**config.mk**
```make
export PLATFORM = sky130hd
export DESIGN_NAME = fp_cmp_pipe_flat
export DESIGN_NICKNAME = d
export VERILOG_FILES = /design/src/rtl/fp_cmp_pipe_if.sv /design/src/rtl/fp_cmp_pipe.sv /design/src/flat_wrapper.sv
export SDC_FILE = /design/constraint.sdc
export NUM_CORES = 1
export LEC_CHECK = 0
export CORE_ASPECT_RATIO = 1.4
export CORE_MARGIN = 3
export CORE_UTILIZATION = 44
export CTS_CLUSTER_SIZE = 30
export DETAILED_ROUTE_END_ITERATION = 16
export PLACE_DENSITY = 0.8
export SLEW_MARGIN = 40
export SYNTH_ARGS = -nofsm -noshare
export SYNTH_HDL_FRONTEND = slang
export SYNTH_SLANG_ARGS = --single-unit
```
**constraint.sdc**
```tcl
create_clock -name clk -period 2.35 [get_ports clk]
set_input_delay 0.235 -clock clk [delete_from_list [all_inputs] [get_ports clk]]
set_output_delay 0.235 -clock clk [all_outputs]
set_load 0.02 [all_outputs]
```
**src/rtl/fp_cmp_pipe_if.sv**
```systemverilog
// Operand/result bus for fp_cmp_pipe.
// Handshake: a transfer happens on a rising clk edge where valid and ready are
// both high; a producer holds valid and its payload steady until that edge,
// and ready may depend combinationally on the downstream ready.
interface fp_cmp_pipe_if #(
    parameter int EXP_W = 8,
    parameter int MAN_W = 23
);
    logic             in_valid;
    logic             in_ready;
    logic             a_sign;
    logic [EXP_W-1:0] a_exp;
    logic [MAN_W-1:0] a_man;
    logic             b_sign;
    logic [EXP_W-1:0] b_exp;
    logic [MAN_W-1:0] b_man;
    logic [1:0]       op;
    logic             out_valid;
    logic             out_ready;
    logic [1:0]       out1;

    // Producer of operands and consumer of results.
    modport master (
        output in_valid, a_sign, a_exp, a_man, b_sign, b_exp, b_man, op, out_ready,
        input  in_ready, out_valid, out1
    );

    // The comparator itself.
    modport slave (
        input  in_valid, a_sign, a_exp, a_man, b_sign, b_exp, b_man, op, out_ready,
        output in_ready, out_valid, out1
    );
endinterface

```
**src/rtl/fp_cmp_pipe.sv**
```systemverilog
// Pipelined IEEE-754 style comparator (LT, LE, EQ, UN) with NV flag,
// elastic valid/ready pipeline of PIPE stages and a saturating NV counter.
// Optional build macro: FP_CMP_DENORM_FLUSH_EN flushes subnormal operands to
// signed zero before the ordered compare (NaN detection is unaffected).
module fp_cmp_pipe #(
    parameter int EXP_W = 8,
    parameter int MAN_W = 23,
    parameter int PIPE  = 2,
    parameter int CNT_W = 16
) (
    input  logic             clk,
    input  logic             rst_n,
    fp_cmp_pipe_if.slave     bus,
    input  logic             nv_clr,
    output logic [CNT_W-1:0] nv_cnt
);
    localparam int MAG_W = EXP_W + MAN_W;

    localparam logic [1:0] OP_LT = 2'b00;
    localparam logic [1:0] OP_LE = 2'b01;
    localparam logic [1:0] OP_EQ = 2'b10;

    logic             a_nan, b_nan, any_nan, any_snan;
    logic [MAG_W-1:0] a_mag, b_mag;
    logic             both_zero, ord_eq, ord_lt;
    logic [1:0]       res_in;

    logic [PIPE-1:0]  vld;
    logic [1:0]       pay [PIPE];
    logic [PIPE-1:0]  load;
    logic             full;

    // Classify operands and evaluate the selected predicate on the raw inputs.
    always_comb begin
        a_nan    = (&bus.a_exp) && (|bus.a_man);
        b_nan    = (&bus.b_exp) && (|bus.b_man);
        any_nan  = a_nan || b_nan;
        any_snan = (a_nan && !bus.a_man[MAN_W-1]) || (b_nan && !bus.b_man[MAN_W-1]);
`ifdef FP_CMP_DENORM_FLUSH_EN
        a_mag = (bus.a_exp == '0) ? '0 : {bus.a_exp, bus.a_man};
        b_mag = (bus.b_exp == '0) ? '0 : {bus.b_exp, bus.b_man};
`else
        a_mag = {bus.a_exp, bus.a_man};
        b_mag = {bus.b_exp, bus.b_man};
`endif
        // +0 and -0 are equal; otherwise sign-magnitude ordering.
        both_zero = (a_mag == '0) && (b_mag == '0);
        ord_eq    = both_zero || ((bus.a_sign == bus.b_sign) && (a_mag == b_mag));
        if (both_zero) begin
            ord_lt = 1'b0;
        end else if (bus.a_sign != bus.b_sign) begin
            ord_lt = bus.a_sign;
        end else if (bus.a_sign) begin
            ord_lt = a_mag > b_mag;
        end else begin
            ord_lt = a_mag < b_mag;
        end
        // res_in = {nv, result}
        case (bus.op)
            OP_LT:   res_in = {any_nan,  !any_nan && ord_lt};
            OP_LE:   res_in = {any_nan,  !any_nan && (ord_lt || ord_eq)};
            OP_EQ:   res_in = {any_snan, !any_nan && ord_eq};
            default: res_in = {any_snan, any_nan};
        endcase
    end

    // Stage k may load when any stage from k to the output has a hole or the
    // output is draining; built from a running AND to avoid a self-loop.
    always_comb begin
        full = 1'b1;
        load = '0;
        for (int k = PIPE - 1; k >= 0; k--) begin
            full    = full & vld[k];
            load[k] = bus.out_ready | !full;
        end
    end

    assign bus.in_ready  = load[0];
    assign bus.out_valid = vld[PIPE-1];
    assign bus.out1      = pay[PIPE-1];

    // Advance valid bits and payloads through the stages.
    always_ff @(posedge clk or negedge rst_n) begin
        if (!rst_n) begin
            vld <= '0;
            for (int k = 0; k < PIPE; k++) begin
                pay[k] <= 2'b00;
            end
        end else begin
            if (load[0]) begin
                vld[0] <= bus.in_valid;
                if (bus.in_valid) begin
                    pay[0] <= res_in;
                end
            end
            for (int k = 1; k < PIPE; k++) begin
                if (load[k]) begin
                    vld[k] <= vld[k-1];
                    if (vld[k-1]) begin
                        pay[k] <= pay[k-1];
                    end
                end
            end
        end
    end

    // Count delivered NV results, saturating; a clear overrides an increment.
    always_ff @(posedge clk or negedge rst_n) begin
        if (!rst_n) begin
            nv_cnt <= '0;
        end else if (nv_clr) begin
            nv_cnt <= '0;
        end else if (bus.out_valid && bus.out_ready && bus.out1[1] && !(&nv_cnt)) begin
            nv_cnt <= nv_cnt + 1'b1;
        end
    end
endmodule

```
**src/flat_wrapper.sv**
```systemverilog
// flat-port wrapper written by rule: the top's interface ports become plain ports
module fp_cmp_pipe_flat 
#(
    parameter int EXP_W = 8,
    parameter int MAN_W = 23,
    parameter int PIPE  = 2,
    parameter int CNT_W = 16
)
  (clk, rst_n, nv_clr, nv_cnt, bus_in_valid, bus_a_sign, bus_a_exp, bus_a_man, bus_b_sign, bus_b_exp, bus_b_man, bus_op, bus_out_ready, bus_in_ready, bus_out_valid, bus_out1);
  fp_cmp_pipe_if #(.EXP_W(EXP_W), .MAN_W(MAN_W)) bus_i ();
  input  logic clk;
  input  logic rst_n;
  input  logic nv_clr;
  output logic [CNT_W-1:0] nv_cnt;
  input wire logic [$bits(bus_i.in_valid)-1:0] bus_in_valid;
  input wire logic [$bits(bus_i.a_sign)-1:0] bus_a_sign;
  input wire logic [$bits(bus_i.a_exp)-1:0] bus_a_exp;
  input wire logic [$bits(bus_i.a_man)-1:0] bus_a_man;
  input wire logic [$bits(bus_i.b_sign)-1:0] bus_b_sign;
  input wire logic [$bits(bus_i.b_exp)-1:0] bus_b_exp;
  input wire logic [$bits(bus_i.b_man)-1:0] bus_b_man;
  input wire logic [$bits(bus_i.op)-1:0] bus_op;
  input wire logic [$bits(bus_i.out_ready)-1:0] bus_out_ready;
  output wire logic [$bits(bus_i.in_ready)-1:0] bus_in_ready;
  output wire logic [$bits(bus_i.out_valid)-1:0] bus_out_valid;
  output wire logic [$bits(bus_i.out1)-1:0] bus_out1;
  assign bus_i.in_valid = bus_in_valid;
  assign bus_i.a_sign = bus_a_sign;
  assign bus_i.a_exp = bus_a_exp;
  assign bus_i.a_man = bus_a_man;
  assign bus_i.b_sign = bus_b_sign;
  assign bus_i.b_exp = bus_b_exp;
  assign bus_i.b_man = bus_b_man;
  assign bus_i.op = bus_op;
  assign bus_i.out_ready = bus_out_ready;
  assign bus_in_ready = bus_i.in_ready;
  assign bus_out_valid = bus_i.out_valid;
  assign bus_out1 = bus_i.out1;
  fp_cmp_pipe #(.EXP_W(EXP_W), .MAN_W(MAN_W), .PIPE(PIPE), .CNT_W(CNT_W)) u_core (.clk(clk), .rst_n(rst_n), .bus(bus_i), .nv_clr(nv_clr), .nv_cnt(nv_cnt));
endmodule
```
==> reports/metrics.yaml <==
floorplan:
  io_pins: 91
  rows: 30
  die_area_um2: 6020
  start_util_pct: 46.1
  die_h_um: 90.6
  core_um2: 4880
  die_w_um: 66.4
drt:
  drt_iter0_drc: 111
  vias_per_cell: 5.49
  met1Wirelength_mm: 2.43
  antenna_left: 0
  post-route-drc-count: 0
  vias: 2554
  drt_wl_total_mm: 6.42
  dr.max_layer_used: "met4"
  dr_wl_met3_um: 390
  met2WireLength_mm: 3.55
  first_pass_iters: 4
  wl_per_cell_um: 13.8
pwr:
  leakagePower_nw: 1.63
  power_density_nw_per_um2: 303
  peakVddDrop_mv: 0.161
  power_w: 0.00110
synth:
  syn_inst: 277
  syn_nets: 384
  synth_area_leaders: "dfrtp_1 (24%), ha_1 (20%), inv_1 (5.8%)"
  yosysSeqAreaShare_pct: 24.5
  yosys_register_bits: 22
  syn_area_um2: 2250
  yosys-top-cells-count: "ha_1 (36), inv_1 (35), nor2_1 (27)"
  synth-simple-area-share_pct: 29.7
  synth_top_family_by_area: "simple AND/OR/NAND/NOR gates"
  synth_edf_count: 0
  synth.area.mux_share_pct: 1.00
  netlist.area_leader.share_pct: 24.5
  synth_compound_area_share_pct: 10.6
  async_flop_share_pct: 100
  yosysWarnings: 0
  synthFlopType: "dfrtp_1"
  synth_cell_types: 42
  synthAdderAreaFrac_pct: 20.0
  yosysMostFrequentCell: "ha_1"
  synth_top_area_cell: "dfrtp_1"
  synth-xor-area-share_pct: 6.23
  synth_area_per_cell_um2: 8.12
critical_path:
  end_kind: "flip-flop"
  cpMaxStageDelayCell: "or4_4"
  cp-start-kind: "primary input"
  r2r_cells: 6
  r2r_slack_ns: 0.35
  critPathBufInv: 2
  worstPathRequired_ns: 2.54
  r2r_end: "u_core.nv_cnt[11]"
  worstReg2RegStart: "u_core.nv_cnt[6]"
  worstPathCellList: "clkdlybuf4s50_1 > inv_1 > ha_1 > and4_1 > a221oi_2 > a211oi_1 > or4_4 > a211oi_2"
  crit_fanout: 4
  arrival_ns: 2.45
  crit_family: "simple AND/OR/NAND/NOR gates"
  worstSetupPathType: "in2reg"
  cpPeakStageDelay_ns: 0.49
global_routing:
  grt_start_max_net_pins: 23
  grt_pass1_vias: 2592
  grt_pass1_wl_mm: 10.5
  grt_antenna_before_repair: 0
  groute.usage.overall_pct: 21.2
  gr-total-overflow: 0
sta:
  fmax_mhz: 442
  maxSlewViolCount: 0
  skew_ns: 0.00346
  final.period_utilization_pct: 96.2
  setup_viol: 0
  worst-slew-pin-transition_ns: 0.555
  max_slew_margin_pct: 62.9
  tns_ns: 0
  layout_min_cycle_time_ns: 2.26
  finalHoldViolations: 0
placement:
  hpwl_mm: 5.43
  portBuffers: 90
  dpl_cell_area_um2: 3440
  place.gp.congestion: 0.862
clocking:
  cts.clk_slew.worst_paths_ns: 0.08
  htreeDepth: 1
  cts_num_sinks: 22
  cts_tree: "done"
  cts_made_buffers: 3
  insertion_delay_ns: 0.26
  hold_buffers: 0
  clock-root-buffer: "clkbuf_8"
  clk_path_buf_depth: 2
finish:
  drive_above_1_share_pct: 16.2
  diodes: 0
  design_area_um2: 3630
  layout.nets: 509
  area_growth_pct: 61.3
hold_path:
  hp-class: "in2async"
flow_run:
  maxCapViolCount: 0
outcome:
  status: "complete, no violations"
cells by family after synthesis:
family,Yosys count
AND/OR/NAND/NOR,122
flip-flops,22
XOR/XNOR,16
buffers and inverters,41
AO/OA/AOI/OAI,38
adder cells (fa/ha/maj),36
multiplexers,2
placed cells by master (no fill, tap or decap), drive strengths merged, types with 14 or more instances in the layout:
master,synthesis,layout
nor4,17,17
clkdlybuf4s50,0,89
buf,5,36
xor2,14,14
ha,36,36
inv,35,35
nand4,21,21
nand2,17,17
nor2,27,27
dfrtp,22,22
nand3,16,16
power by group:
part | switching, W | internal, W | total, W
combinational | 0.000182 | 0.000249 | 0.000431
clock | 0.000124 | 0.000150 | 0.000273
sequential | 0.00000696 | 0.000388 | 0.000395
total | 0.000312 | 0.000787 | 0.00110
registers in the layout, summed over array words and instances (netlist names):
| signal | cells |
|---|---|
| u_core.nv_cnt | 16 |
| u_core.bus.out1 | 2 |
| u_core.vld | 2 |
| u_core.pay | 2 |
worst reg2reg max path: stages, from the launching register on:
cell     delay [ns]
dfrtp_1        0.45
and4_4         0.27
nand4_1        0.12
or4_4          0.65
nand4_1        0.16
xor2_1         0.17
nor2_1         0.05
routing by layer:
layer	vias to the layer above	GRT usage, %
met5	-	0
met4	0	4.58
met3	6	3.24
met2	84	41.8
met1	1198	22.5
li1	1266	-
repair_timing:
| action | CTS | global route |
|---|---|---|
| pin swaps | 0 | 10 |
| cloned | 0 | 0 |
| endpoints found under the setup margin | 1 | 1 |
| endpoints found under the hold margin | 0 | 0 |
| gates resized for setup | 1 | 18 |
| setup buffers | 0 | 1 |
how the worst max path moves through the flow:
stage	startpoint	to	slack [ns]	depth (start not counted)
6_report	bus_b_man[13]	u_core.pay[2]	0.09	8
5_1_grt	bus_b_man[13]	u_core.pay[2]	-0.001	9
4_1_cts	bus_b_man[8]	u_core.pay[2]	0.01	9
3_5_place_dp	bus_b_exp[6]	u_core.pay[2]	-0.29	10
3_3_place_gp	bus_b_man[10]	u_core.pay[2]	-0.21	9
2_1_floorplan	u_core.nv_cnt[6]	u_core.nv_cnt[7]	0.28	8
through the flow:
| step | hold WS (ns) | util, % | std cells | setup slack [ns] |
|---|---|---|---|---|
| 2_1_floorplan | -0.0606 | - | 277 | 0.277 |
| 3_3_place_gp | 0.463 | 70.6 | 460 | -0.210 |
| 3_5_place_dp | 0.477 | 70.6 | 460 | -0.286 |
| 4_1_cts | 0.316 | 71.8 | 464 | 0.0141 |
| 5_1_grt | 0.326 | 74.4 | 465 | -0.00107 |
| 6_report | 0.309 | 74.4 | 465 | 0.0895 |
layout make-up:
cell class,instances,area (um2)
Clock buffer,4,55.1
Fill cell,385,1250
Inverter,35,131
Multi-Input combinational cell,214,1640
Sequential cell,22,551
Tap cell,64,80.1
Timing Repair Buffer,126,1170
Note: power is estimated with default switching activity, not from simulation.
